**config.mk**
```make
export PLATFORM = sky130hd
export DESIGN_NAME = life_array_reader
export DESIGN_NICKNAME = d
export VERILOG_FILES = /design/src/rtl/life_array_reader.sv
export SDC_FILE = /design/constraint.sdc
export NUM_CORES = 1
export LEC_CHECK = 0
export CAP_MARGIN = 20
export CORE_ASPECT_RATIO = 2
export CORE_MARGIN = 2
export CORE_UTILIZATION = 43
export DETAILED_ROUTE_END_ITERATION = 7
export HOLD_SLACK_MARGIN = 0.02
export PLACE_DENSITY = 0.83
export SYNTH_ARGS = -nofsm -noshare
export SYNTH_HDL_FRONTEND = slang
export SYNTH_SLANG_ARGS = --single-unit
```
**constraint.sdc**
```tcl
create_clock -name clk -period 2 [get_ports clk]
set_input_delay 0.5 -clock clk [delete_from_list [all_inputs] [get_ports clk]]
set_output_delay 0.5 -clock clk [all_outputs]
set_load 0.005 [all_outputs]
```
**src/rtl/life_array_reader.sv**
```systemverilog
// Read-side master for the 8x8 life array: snapshots each 4x4 tile, streams its
// 64 cells as (x,y) beats over valid/ready, then optionally pulses a generation step.
module life_array_reader #(
  parameter bit AUTO_STEP = 1'b1
) (
  input  logic        clk,
  input  logic        reset,
  input  logic        start,
  input  logic [15:0] valo,
  input  logic [15:0] valo_prev,
  output logic [1:0]  valo_selector,
  output logic        cell_valid,
  input  logic        cell_ready,
  output logic [2:0]  cell_x,
  output logic [2:0]  cell_y,
  output logic        cell_alive,
  output logic        cell_prev,
  output logic        cell_changed,
  output logic        cell_last,
  output logic        busy,
  output logic        done,
  output logic        step
);

  typedef enum logic [1:0] {IDLE, LOAD, SEND, DONE} state_e;

  state_e      state_q, state_d;
  logic [1:0]  tile_q, tile_d;
  logic [1:0]  sel_q, sel_d;
  logic [3:0]  beat_q, beat_d;
  logic [15:0] alive_q, alive_d;
  logic [15:0] prev_q, prev_d;
  logic        valid_q, valid_d;
  logic        busy_q, busy_d;
  logic        done_q, done_d;
  logic        step_q, step_d;
  logic        xfer;

  always_comb begin
    state_d = state_q;
    tile_d  = tile_q;
    sel_d   = sel_q;
    beat_d  = beat_q;
    alive_d = alive_q;
    prev_d  = prev_q;
    xfer    = valid_q & cell_ready;

    unique case (state_q)
      IDLE: begin
        if (start) begin
          sel_d   = '0;
          tile_d  = '0;
          state_d = LOAD;
        end
      end
      LOAD: begin
        alive_d = valo;
        prev_d  = valo_prev;
        beat_d  = '0;
        state_d = SEND;
      end
      SEND: begin
        if (xfer) begin
          if (beat_q != 4'd15) begin
            beat_d = beat_q + 4'd1;
          end else if (tile_q != 2'd3) begin
            tile_d  = tile_q + 2'd1;
            sel_d   = tile_q + 2'd1;
            state_d = LOAD;
          end else begin
            state_d = DONE;
          end
        end
      end
      DONE: begin
        state_d = IDLE;
      end
      default: begin
        state_d = IDLE;
      end
    endcase

    // Status outputs are registered copies of the next state's decode.
    valid_d = (state_d == SEND);
    busy_d  = (state_d != IDLE);
    done_d  = (state_d == DONE);
    step_d  = (state_d == DONE) && AUTO_STEP;
  end

  always_ff @(posedge clk) begin
    if (!reset) begin
      state_q <= IDLE;
      tile_q  <= '0;
      sel_q   <= '0;
      beat_q  <= '0;
      alive_q <= '0;
      prev_q  <= '0;
      valid_q <= 1'b0;
      busy_q  <= 1'b0;
      done_q  <= 1'b0;
      step_q  <= 1'b0;
    end else begin
      state_q <= state_d;
      tile_q  <= tile_d;
      sel_q   <= sel_d;
      beat_q  <= beat_d;
      alive_q <= alive_d;
      prev_q  <= prev_d;
      valid_q <= valid_d;
      busy_q  <= busy_d;
      done_q  <= done_d;
      step_q  <= step_d;
    end
  end

  // Tile bit 1 selects the column half, tile bit 0 the row half.
  assign valo_selector = sel_q;
  assign cell_valid    = valid_q;
  assign cell_x        = {tile_q[1], beat_q[3:2]};
  assign cell_y        = {tile_q[0], beat_q[1:0]};
  assign cell_alive    = alive_q[beat_q];
  assign cell_prev     = prev_q[beat_q];
  assign cell_changed  = alive_q[beat_q] ^ prev_q[beat_q];
  assign cell_last     = valid_q && (tile_q == 2'd3) && (beat_q == 4'd15);
  assign busy          = busy_q;
  assign done          = done_q;
  assign step          = step_q;

endmodule

```
---- Yosys cells after proc, flatten, opt, wreduce, memory -nomap -nowiden ----
Cells that the tools add are included.
operators by class
  add/sub/neg operators ................... 2
  order comparisons ....................... 1
  equal/unequal tests ..................... 14
  muxes and demuxes ....................... 17
  bitwise gates (word level) .............. 2
  reductions and logical operators ........ 8
operators by type and width
  cell                                                         count
  2-to-1 mux 2 bit                                             8
  inequality test 2 bit (second input constant)                6
  equality test 2 bit (second input constant)                  5
  binary-select mux 1 bit (select 4 bit)                       2
  2-to-1 mux 4 bit                                             2
  case mux 2 bit (4 select lines)                              1
  case mux 4 bit (2 select lines)                              1
  nonzero test 2 bit                                           3
  less-than comparator 4 x 5 -> 1 bit (second input constant)  1
  AND reduction 5 bit                                          1
  adder 4 x 1 -> 4 bit (second input constant)                 1
  equality test 4 bit (second input constant)                  1
  inequality test 4 bit (second input constant)                1
  case mux 2 bit (2 select lines)                              1
  AND reduction 3 bit                                          1
  adder 2 x 1 -> 2 bit (second input constant)                 1
  equality test 2 x 1 -> 1 bit (second input constant)         1
  logical AND 1 bit                                            2
  zero test 2 bit                                              1
  2-to-1 mux 1 bit                                             2
  bitwise AND 1 bit                                            1
  XOR 1 bit                                                    1
storage, ports and cells
  register bits ........................... 43
  input bits .............................. 36
  logic and storage cells ................. 52

---- Logic depth before layout (Yosys ltp) ----
Gate-level depths: netlist of the first run.
  depth after elaboration ................. 6
  mapped depth ............................ 6

---- Worst setup path before layout of the first run ----
Ideal clock, no wire load.
  path type ............................... reg-to-output
  start ................................... register beat_q[0]
  end ..................................... output port cell_changed
  arrival ................................. 1534 ps
  path slack .............................. -34 ps
  cell stages (with the launch flop) ...... 6
  buffers on the path ..................... 1
  cell sequence ........................... dfxtp_1 buf_6 mux4_2 a22oi_1 nand3_2 xor2_1
between the ends
  word-level cells in the longest chain between the ends .. 3
  elaborated cells on any way between the ends .. 5
  classes of those cells .................. mux: 4; bitwise: 1
ends and longest elaborated chain
  item                                    line  source
  from (decl)                             30    logic [3:0] beat_q, beat_d;
  from (signal assigned)                  106   beat_q <= beat_d;
  binary-select mux 1 bit (select 4 bit)  --
  2-to-1 mux 1 bit                        --
  named net cell_prev                     17    output logic cell_prev,
  XOR 1 bit                               123   assign cell_changed = alive_q[beat_q] ^ prev_q[beat_q];
  to (decl)                               18    output logic cell_changed,
The timed path passes the listed nets, and every way through them passes these cells. The select of a mux whose other input is x is not followed.

---- Worst setup path in the final report of the first run ----
  start ................................... register beat_q[0]
  end ..................................... output port cell_changed
between the ends
  word-level cells in the longest chain between the ends .. 3
  elaborated cells on any way between the ends .. 5
  classes of those cells .................. mux: 4; bitwise: 1
ends and longest elaborated chain
  item                                    line
  binary-select mux 1 bit (select 4 bit)  123
  2-to-1 mux 1 bit (not written as such)  123
  XOR 1 bit *                             123
Mark *: on every way between the ends. The rest lies on a longest branch, timed or not. The select of a mux whose other input is x is not followed.

==> results of run 1 <==
## logic make-up after synthesis
family,synth area share (%)
xor+xnor,1.35
mux,11.1
flops,44.3
simple gates,24.5
compound gates,11.5
fa+ha+maj,1.29
buf+inv,6.05
## state kept, by name, summed over array words and instances, names as in the netlist
| signal | count |
|---|---|
| busy | 1 |
| cell_valid | 1 |
| beat_q | 4 |
| state_q | 2 |
| valo_selector | 2 |
| alive_q | 16 |
| step | 1 |
| prev_q | 16 |
## worst max-delay path: cells and delay by family (launching register included)
family                 cells  cell delay [ns]
flip-flops                 1             0.39
XOR/XNOR                   1             0.17
AND/OR/NAND/NOR            1             0.11
buffers and inverters      2             0.25
multiplexers               1             0.50
AO/OA/AOI/OAI              1             0.18
## cells in the mapped netlist, drive strengths merged
cell type | instances | area, µm²
nand2 | 72 | 270
xnor2 | 2 | 17.5
clkbuf | 10 | 37.5
and2b | 1 | 7.51
nor2 | 6 | 22.5
and3 | 2 | 12.5
nor2b | 3 | 18.8
mux4 | 8 | 195
nor3 | 4 | 20.0
a31oi | 2 | 12.5
ha | 2 | 25.0
nand3b | 1 | 7.51
and4 | 1 | 8.76
o21bai | 1 | 7.51
xor2 | 1 | 8.76
buf | 10 | 76.3
nor4b | 1 | 8.76
o21ai | 1 | 5.00
nand3 | 9 | 62.6
a22oi | 2 | 15.0
inv | 1 | 3.75
mux2i | 1 | 10.0
a211oi | 1 | 7.51
mux2 | 1 | 11.3
nor4 | 1 | 6.26
dfxtp | 43 | 861
a21oi | 35 | 175
or3 | 2 | 17.5
nand2b | 2 | 12.5
## layer usage
layer  GRT usage [%]  share of wire [%]  up-vias
met3            3.15                4.1       12
met4            11.1                3.6        0
met1            17.5                 35      830
met2            36.4                 57       61
met5               0                  0        -
li1                -                  -      888
## timing repair
item / CTS / global route
hold endpoints to repair: 0 / 0
setup endpoints to repair: 4 / 4
cloned: 0 / 0
gates resized for setup: 32 / 4
setup buffers: 1 / 1
pin swaps: 6 / 3
## power by group through the flow
| stage | clock [W] | sequential, W | combinational, W |
|---|---|---|---|
| 6_report | 0.000535 | 0.000917 | 0.000227 |
| 5_1_grt | 0.000567 | 0.000921 | 0.000251 |
| 4_1_cts | 0.000540 | 0.000917 | 0.000227 |
| 3_5_place_dp | 0 | 0.000939 | 0.000224 |
| 3_3_place_gp | 0 | 0.000938 | 0.000219 |
| 2_1_floorplan | 0 | 0.000927 | 0.000110 |
## metrics by stage
stage | setup WS, ns | cell area [µm²] | util [%] | std cells
after CTS | -0.402 | 2730 | 63.0 | 342
after detailed placement | -0.547 | 2600 | 60.0 | 333
final | -0.393 | 2760 | 63.6 | 343
after global placement | -0.491 | 2600 | 60.0 | 333
after global routing | -0.456 | 2760 | 63.6 | 343
after floorplan | 0.0192 | 1950 | - | 226
## final cells by class
class | instances | area share (%)
sequential | 43 | 31.4
inverter | 1 | 0.136
tap | 54 | 2.45
timing repair buffer | 75 | 26.3
multi-input combinational | 162 | 36.6
clock buffer | 6 | 2.63
clock inverter | 2 | 0.453
## final timing paths
kind                  endpoint  depth (start not counted)  slack, ns       from
hold / removal       prev_q[8]                          2       0.46  prev_q[8]
setup / recovery  cell_changed                          6      -0.39  beat_q[0]
setup reg to reg     beat_q[2]                          9       0.05  beat_q[0]
hold reg to reg      prev_q[8]                          2       0.46  prev_q[8]
==> out/metrics.csv, run 1 <==
stage,metric,value,unit
detailed_routing,final wirelength,4.51,mm
placement,port buffer count,51,
cts,CTS Buf Count,5,
cts,clk buf depth,2,
detailed_routing,TritonRoute pass-1 iters,4,
timing,Tcrit/Tclk final,120,%
timing,min Tclk post-route,2.39,ns
detailed_routing,via count,1791,
synth,synth unique cells,35,
cells_and_area,Filler cells,381,
power,Net Sw Frac,24.5,%
timing,Worst-Margin Slew,0.498,ns
timing,fin. max-slew vios,0,
power,total power,0.00168,W
cells_and_area,P&R area growth vs syn,42.0,%
setup_path,Worst path max stage delay,0.50,ns
detailed_routing,Initial DRC Count,21,
cells_and_area,n_diodes,0,
power,Max VDD drop,0.459,mV
timing,setup violators final,4,
setup_path,critical path launch point type,register,
setup_path,crit path kind,register to primary output,
cts,CTS Sinks,43,
setup_path,CP Data Required Time,1.50,ns
die,I/O Pins,52,
flow_run,# Max-Cap Violations,0,
cts,clk_lat worst skew,0.30,ns
hold_path,min-delay worst type,register to register,
synth,Syn. warnings,0,
cts,hold buffer count at cts,0,
cells_and_area,multi-input logic area,1010,µm²
placement,DP HPWL,3.37,mm
synth,Mapped Nets,264,
die,core footprint,4340,µm²
power,Leakage,1.01,nW
power,Net Sw Power,0.000412,W
setup_path,crit path capture type,primary output,
synth,synthesized area,1940,µm²
synth,synthesized instance count,226,
setup_path,Worst Path Max Fanout,6,
timing,final clock skew,0.00713,ns
cts,H-tree Lvls,2,
die,# rows,34,
detailed_routing,WL/cell,13.1,µm
timing,hold_ws,0.459,ns
detailed_routing,final antenna-violating net count,0,
cells_and_area,layout cells sized above 1,19.4,%
global_routing,Total GRT Usage,19.0,%
power,Clock Power Share,31.8,%
detailed_routing,Avg Vias per Cell,5.22,
cells_and_area,"commonest non-fill, non-tap cell in the layout",nand2_1,
power,sequential share of power,54.6,%
timing,relative slew slack,66.8,%
power,Logic pwr share,13.5,%
synth,Mean Syn Cell Area,8.60,µm²
detailed_routing,DRC viols,0,
synth,sequential-to-total area share from yosys stat,44.3,%
cts,CTS tree,built,
timing,RSZ-0062 raised after global routing,true,
die,Initial Utilization,44.8,%
cts,Root Driver,clkbuf_8,
timing,max frequency,418,MHz
cells_and_area,FF+latch area,868,µm²
global_routing,first-pass GRT wire length,7.29,mm
timing,Final Hold Vio Count,0,
die,Die Height,99.1,µm
global_routing,largest net degree at the start of global routing,33,
cells_and_area,most frequent cells in the layout,"72 x nand2_1, 47 x clkdlybuf4s50_1, 41 x dfxtp_1",
synth,Synth Register Bits,43,
power,Internal,0.00127,W
setup_path,"slowest stage cell, crit path",mux4_2,
timing,Setup Total Neg Slack,-1.12,ns
global_routing,vias in the first global route,1731,
cells_and_area,final net count,326,
die,die width,51.6,µm
placement,routability cong.,0.811,
setup_path,critical-path cell list,"buf_12, mux4_2, a22oi_2, nand3_2, xor2_1, buf_2",
timing,setup ws final,-0.393,ns
power,Pwr per Cell Area,608,nW/µm²
die,full die area,5110,µm²
cts,clk slew on worst S/H paths,0.08,ns
global_routing,initial antenna violation count,0,
global_routing,Overflow after GRT,0,
outcome,failing checks,negative setup slack,
outcome,status,"complete, but fails checks",
setup_path,Worst Path Arrival,1.89,ns
Power figures use the tool's default switching activity.
==> run 2, diff against run 1 <==
- CORE_UTILIZATION: 43 -> 45
- CTS_BUF_LIST: default -> sky130_fd_sc_hd__clkbuf_8
- CTS_CLUSTER_SIZE: default -> 12
- MAX_ROUTING_LAYER: default -> met4
- PLACE_DENSITY: 0.83 -> 0.86
==> run 2 against run 1 <==
Net effect: the flow still finishes with violations (negative setup slack); register-to-register slack worse by 0.02 ns; global-route usage increased by 5.5 points; clock skew about the same; via count rose by 5.1%; flip-flop and latch count stayed put; worst setup slack worse by 0.087 ns; fmax shrank 3.5%; sequential power increased by 0.5%; first-iteration DRC count grew to 3.3 times the previous value; design area up 3.9%; clock-buffer cell count did not move; highest routed layer unchanged; hold slack better by 0.0072 ns; largest power group unchanged.
==> out/metrics.csv, run 2 (synthesized netlist as in run 1, its figures left out) <==
stage,metric,value,unit,change
outcome,status,"complete, but fails checks",,
outcome,failing checks,negative setup slack,,
cts,clk buf depth,2,,unchanged
timing,fin. max-slew vios,0,,unchanged
setup_path,worst r2r path cells,9,,unchanged
timing,Tcrit/Tclk final,124,%,+4.3 points
cells_and_area,final std cells w/o fill,350,,+2.0%
hold_path,min-delay worst type,register to register,,
power,Max VDD drop,0.714,mV,+55%
timing,setup violators final,4,,unchanged
timing,relative slew slack,64.4,%,-2.4 points
die,Initial Utilization,47.1,%,+2.3 points
timing,final clock skew,0.00711,ns,-0.0000205 ns
timing,setup ws final,-0.479,ns,-0.0867 ns
global_routing,largest net degree at the start of global routing,41,,+24%
power,Leakage,1.08,nW,+6.0%
setup_path,most used cell along the critical path,buf_6,,
power,Net Sw Power,0.000419,W,+1.7%
setup_path,Worst Path Arrival,1.98,ns,+0.09 ns
placement,port buffer count,51,,unchanged
setup_path,CP Depth,7,,+1
cts,H-tree Lvls,2,,unchanged
die,core footprint,4130,µm²,-4.8%
cts,clk slew on worst S/H paths,0.08,ns,about the same
timing,hold_ws,0.466,ns,+0.00717 ns
setup_path,crit path kind,register to primary output,,
cts,CTS Buf Count,5,,unchanged
power,Internal,0.00143,W,+13%
detailed_routing,WL/cell,15.1,µm,+15%
setup_path,"Buf+Inv Stages, Crit Path",3,,+1
setup_path,critical-path cell list,"buf_6, mux4_2, a22oi_2, nand3_2, buf_6, xor2_1, buf_2",,
timing,Setup Total Neg Slack,-1.42,ns,-0.300 ns
cts,clk_lat worst skew,0.30,ns,about the same
detailed_routing,DRC viols,0,,unchanged
global_routing,Total GRT Usage,24.4,%,+5.5 points
cells_and_area,layout cells sized above 1,22.5,%,+3.1 points
placement,DP HPWL,3.71,mm,+10%
die,die width,50.5,µm,-2.1%
detailed_routing,via count,1882,,+5.1%
cells_and_area,Filler cells,314,,-18%
timing,RSZ-0062 raised after global routing,true,,
cts,CTS tree,built,,
die,full die area,4890,µm²,-4.2%
flow_run,# Max-Cap Violations,0,,unchanged
power,sequential share of power,49.8,%,-4.8 points
setup_path,critical path launch point type,register,,
detailed_routing,Initial DRC Count,70,,+230%
cells_and_area,final net count,335,,+2.8%
cells_and_area,n_diodes,0,,unchanged
global_routing,first-pass GRT wire length,8.69,mm,+19%
cells_and_area,P&R area growth vs syn,47.5,%,
cells_and_area,"commonest non-fill, non-tap cell in the layout",nand2_1,,
power,Logic pwr share,12.9,%,-0.6 points
cts,Root Driver,clkbuf_8,,
detailed_routing,TritonRoute pass-1 iters,6,,+2
cells_and_area,most frequent cells in the layout,"72 x nand2_1, 46 x clkdlybuf4s50_1, 42 x dfxtp_1",,
die,Die Height,97.0,µm,-2.2%
die,# rows,33,,-2.9%
setup_path,CP Data Required Time,1.50,ns,about the same
timing,min Tclk post-route,2.48,ns,+0.0867 ns
power,Net Sw Frac,22.6,%,-1.9 points
placement,placed insts,333,,unchanged
setup_path,"slowest stage cell, crit path",mux4_2,,
hold_path,hold path cells,2,,unchanged
placement,pre-CTS WS,-0.539,ns,+0.00814 ns
power,Pwr per Cell Area,646,nW/µm²,+6.2%
placement,routability cong.,0.845,,+4.2%
setup_path,Worst path top cell family by delay,multiplexers,,
timing,Final Hold Vio Count,0,,unchanged
global_routing,vias in the first global route,1969,,+14%
global_routing,Overflow after GRT,0,,unchanged
detailed_routing,final antenna-violating net count,0,,unchanged
timing,max frequency,403,MHz,-3.5%
die,I/O Pins,52,,unchanged
setup_path,Worst path max stage delay,0.50,ns,about the same
cells_and_area,Top Registers,"alive_q (16), prev_q (16), beat_q (4)",,
setup_path,crit path capture type,primary output,,
detailed_routing,final wirelength,5.28,mm,+17%
power,Clock Power Share,37.4,%,+5.6 points
setup_path,Worst Path Max Fanout,5,,-1
cts,CTS Sinks,43,,unchanged
detailed_routing,Avg Vias per Cell,5.38,,+3.0%
power,total power,0.00185,W,+10%
timing,Worst-Margin Slew,0.532,ns,+0.0342 ns
global_routing,initial antenna violation count,0,,unchanged
## run 2: cell types whose count changed in the layout (fill, tap and decap cells not counted), sizes merged
cell,previous run,this run
clkdlybuf4s50,47,46
buf,28,37
clkdlybuf4s15,0,1
bufinv,0,1
clkinvlp,1,0
## run 2: metal layers
metal | global-route usage, % | up-vias | share of wire [%]
met1 | 20.9 | 885 | 32
met3 | 5.09 | 23 | 3.7
met4 | 16.2 | 0 | 4.5
met2 | 44.7 | 69 | 60
met5 | - | - | 0
li1 | - | 905 | -
## run 2: worst reg2reg max path, delay by kind of cell, from the launching register on
family / cells / cell delay [ns]
buf+inv: 4 / 0.40
simple gates: 3 / 0.84
compound gates: 1 / 0.16
flops: 1 / 0.38
fa+ha+maj: 1 / 0.13
## run 2: final timing paths
path	start	slack (ns)	endpoint
setup reg to reg	beat_q[0]	0.03	valo_selector[0]
hold / removal	alive_q[1]	0.47	alive_q[1]
hold reg to reg	alive_q[1]	0.47	alive_q[1]
setup / recovery	beat_q[0]	-0.48	cell_changed
## run 2: power by group through the flow
| stage | Clock (W) | Combinational, W | Sequential, W |
|---|---|---|---|
| 6_report | 0.000692 | 0.000238 | 0.000922 |
| 3_5_place_dp | 0 | 0.000224 | 0.000941 |
| 3_3_place_gp | 0 | 0.000219 | 0.000939 |
| 4_1_cts | 0.000703 | 0.000231 | 0.000921 |
| 2_1_floorplan | 0 | 0.000110 | 0.000927 |
| 5_1_grt | 0.000744 | 0.000261 | 0.000926 |
## run 2: layout make-up
cell class | count | area [µm²] | share of cell area, %
clock buffers | 6 | 82.6 | 2.88
clock inverters | 2 | 35.0 | 1.22
inverters | 1 | 3.75 | 0.131
multi-input cells | 162 | 1020 | 35.5
flip-flops and latches | 43 | 865 | 30.1
well taps | 52 | 65.1 | 2.27
repair buffers | 84 | 800 | 27.9
## run 2: what timing repair did
action | 4_1_cts | 5_1_grt
setup buffers | 9 | 3
hold buffers | 0 | 0
resized for setup | 39 | 6
pin swaps | 10 | 8
endpoints found under the setup margin | 4 | 11
cloned | 0 | 0
## run 2: through the flow
stage	utilization, %	instance area [µm²]
6_report	69.5	2870
5_1_grt	69.5	2870
4_1_cts	68.9	2850
3_5_place_dp	63.0	2600
3_3_place_gp	63.0	2600
2_1_floorplan	-	1950
==> run 3, diff against run 2 <==
- GPL_TIMING_DRIVEN: default -> 0
==> run 3 against run 2 <==
Net effect: the flow still finishes with violations (negative setup slack); flip-flop and latch count is the same; non-clock buffer count fell by 5; core utilization fell by 2.6 points; total power grew 4.1%; die area unchanged; via count decreased by 4.7%; combinational power shrank 5%; first-iteration DRC count down 21%.
==> out/metrics.csv, run 3 (synthesized netlist as in run 1, its figures left out) <==
stage,metric,value,unit,change
timing,RSZ-0062 raised after global routing,true,,
detailed_routing,DRC viols,0,,unchanged
detailed_routing,final antenna-violating net count,0,,unchanged
global_routing,M3 GR Usage,4.17,%,-0.93 points
setup_path,"Buf+Inv Stages, Crit Path",2,,-1
outcome,failing checks,negative setup slack,,
setup_path,r2r setup slk,0.22,ns,+0.19 ns
power,Clock Power Share,41.0,%,+3.6 points
die,Initial Utilization,47.1,%,unchanged
global_routing,initial antenna violation count,0,,unchanged
placement,DP HPWL,3.34,mm,-10%
placement,port buffer count,51,,unchanged
cells_and_area,layout cells sized above 1,16.4,%,-6.1 points
setup_path,CP Depth,6,,-1
cts,Root Driver,clkbuf_8,,
cells_and_area,"commonest non-fill, non-tap cell in the layout",nand2_1,,
cts,clk_lat worst skew,0.30,ns,about the same
setup_path,crit path capture type,primary output,,
global_routing,GR Util met2,36.5,%,-8.2 points
global_routing,largest net degree at the start of global routing,14,,-66%
power,Net Sw Power,0.000418,W,-0.26%
power,Leakage,1.01,nW,-6.1%
setup_path,CP Data Required Time,1.50,ns,about the same
cells_and_area,Top Registers,"alive_q (16), prev_q (16), beat_q (4)",,
timing,max frequency,415,MHz,+3.0%
global_routing,vias in the first global route,1750,,-11%
timing,min Tclk post-route,2.41,ns,-0.0717 ns
hold_path,min-delay worst type,register to register,,
timing,Tcrit/Tclk final,120,%,-3.6 points
die,I/O Pins,52,,unchanged
cts,clk slew on worst S/H paths,0.07,ns,about the same
power,Pwr per Cell Area,699,nW/µm²,+8.1%
timing,setup ws final,-0.408,ns,+0.0717 ns
cells_and_area,most frequent cells in the layout,"72 x nand2_1, 47 x clkdlybuf4s50_1, 41 x dfxtp_1",,
timing,final clock skew,0.00589,ns,-0.00122 ns
setup_path,Setup crit end,cell_changed,,
die,# rows,33,,unchanged
flow_run,# Max-Cap Violations,0,,unchanged
cts,CTS Sinks,43,,unchanged
cells_and_area,final net count,330,,-1.5%
setup_path,worst r2r src,beat_q[0],,
placement,placed insts,329,,-1.2%
setup_path,critical-path cell list,"buf_4, mux4_2, a22oi_2, nand3_2, xor2_1, buf_2",,
global_routing,grt peak-use layer,met2,,
outcome,status,"complete, but fails checks",,
global_routing,Overflow after GRT,0,,unchanged
detailed_routing,via count,1793,,-4.7%
power,Net Sw Frac,21.7,%,-0.94 points
cts,clk buf depth,2,,unchanged
detailed_routing,WL/cell,12.9,µm,-14%
cells_and_area,Filler cells,320,,+1.9%
setup_path,Worst Path Max Fanout,3,,-2
power,Max VDD drop,0.825,mV,+16%
timing,setup violators final,3,,-1
detailed_routing,Initial DRC Count,55,,-21%
setup_path,Worst path top cell family by delay,multiplexers,,
cts,H-tree Lvls,2,,unchanged
cells_and_area,P&R area growth vs syn,42.0,%,
die,Die Height,97.0,µm,unchanged
setup_path,crit path kind,register to primary output,,
cells_and_area,final std cells w/o fill,345,,-1.4%
placement,routability cong.,0.850,,+0.56%
detailed_routing,Avg Vias per Cell,5.20,,-3.3%
setup_path,Worst path max stage delay,0.52,ns,+0.02 ns
setup_path,Crit. Startpoint,beat_q[0],,
global_routing,first-pass GRT wire length,7.48,mm,-14%
cells_and_area,n_diodes,0,,unchanged
hold_path,hold path cells,2,,unchanged
timing,Final Hold Vio Count,0,,unchanged
die,full die area,4890,µm²,unchanged
cts,CTS Buf Count,5,,unchanged
setup_path,reg2reg end,beat_q[0],,
timing,relative slew slack,69.6,%,+5.3 points
cts,CTS tree,built,,
cts,hold buffer count at cts,0,,unchanged
timing,Worst-Margin Slew,0.455,ns,-0.0765 ns
setup_path,"slowest stage cell, crit path",mux4_2,,
die,core footprint,4130,µm²,unchanged
power,total power,0.00193,W,+4.1%
global_routing,GR Util met1,19.5,%,-1.5 points
power,Internal,0.00151,W,+5.4%
timing,fin. max-slew vios,0,,unchanged
detailed_routing,TritonRoute pass-1 iters,4,,-2
setup_path,critical path launch point type,register,,
power,Logic pwr share,11.7,%,-1.2 points
power,sequential share of power,47.3,%,-2.5 points
global_routing,Total GRT Usage,20.5,%,-4.0 points
detailed_routing,final wirelength,4.45,mm,-16%
die,die width,50.5,µm,unchanged
setup_path,worst r2r path cells,7,,-2
setup_path,Worst Path Arrival,1.91,ns,-0.07 ns
## run 3: cell count changes in the layout (fill, tap and decap cells not counted), sizes merged
cell | previous run | this run
buf | 37 | 20
bufinv | 1 | 2
clkbuf | 6 | 15
clkdlybuf4s50 | 46 | 47
clkinv | 1 | 0
dlygate4sd2 | 0 | 1
inv | 1 | 2
## run 3: worst min path at each step
stage	start	endpoint	slack [ns]
floorplan	alive_q[1]	alive_q[1]	0.43
global placement	prev_q[13]	prev_q[13]	0.44
detailed placement	prev_q[9]	prev_q[9]	0.44
CTS	alive_q[14]	alive_q[14]	0.45
global route	alive_q[9]	alive_q[9]	0.47
finish	alive_q[6]	alive_q[6]	0.45
## run 3: what timing repair did
item,CTS,global route
pin swaps,8,1
setup buffers,6,2
endpoints found under the setup margin,4,4
resized for setup,30,0
## run 3: cell type report
cell class	instances	area, µm²	share of cell area, %
clock inverter	3	63.8	2.31
multi-input combinational	162	992	35.9
sequential	43	866	31.4
timing repair buffer	59	574	20.8
tap	52	65.1	2.36
inverter	1	3.75	0.136
buffer	20	126	4.58
clock buffer	5	68.8	2.49
## run 3: tightest hold or removal path: stages, from the launching register on
cell	delay (ns)
dfxtp_1	0.31
nand2_1	0.05
a21oi_1	0.05
## run 3: per-layer routing
layer | up-vias | share of wire (%)
li1 | 894 | -
met2 | 52 | 57
met5 | - | 0
met1 | 836 | 36
met4 | 0 | 3.4
met3 | 11 | 3.8
## run 3: stage by stage
| step | setup slack (ns) | util [%] | hold slack (ns) | TNS (ns) | instance area (µm²) |
|---|---|---|---|---|---|
| finish | -0.408 | 66.8 | 0.455 | -1.15 | 2760 |
| global route | -0.505 | 66.8 | 0.472 | -1.38 | 2760 |
| CTS | -0.410 | 66.5 | 0.455 | -1.14 | 2750 |
| detailed placement | -0.817 | 61.1 | 0.443 | -2.00 | 2520 |
| global placement | -0.717 | 61.1 | 0.437 | -1.76 | 2520 |
| floorplan | 0.0192 | - | 0.432 | 0 | 1950 |
## run 3: power by group through the flow
stage / clock (W) / combinational [W] / sequential (W)
6_report: 0.000791 / 0.000226 / 0.000912
5_1_grt: 0.000838 / 0.000250 / 0.000916
4_1_cts: 0.000805 / 0.000226 / 0.000912
3_5_place_dp: 0 / 0.000221 / 0.000932
3_3_place_gp: 0 / 0.000216 / 0.000930
2_1_floorplan: 0 / 0.000110 / 0.000927
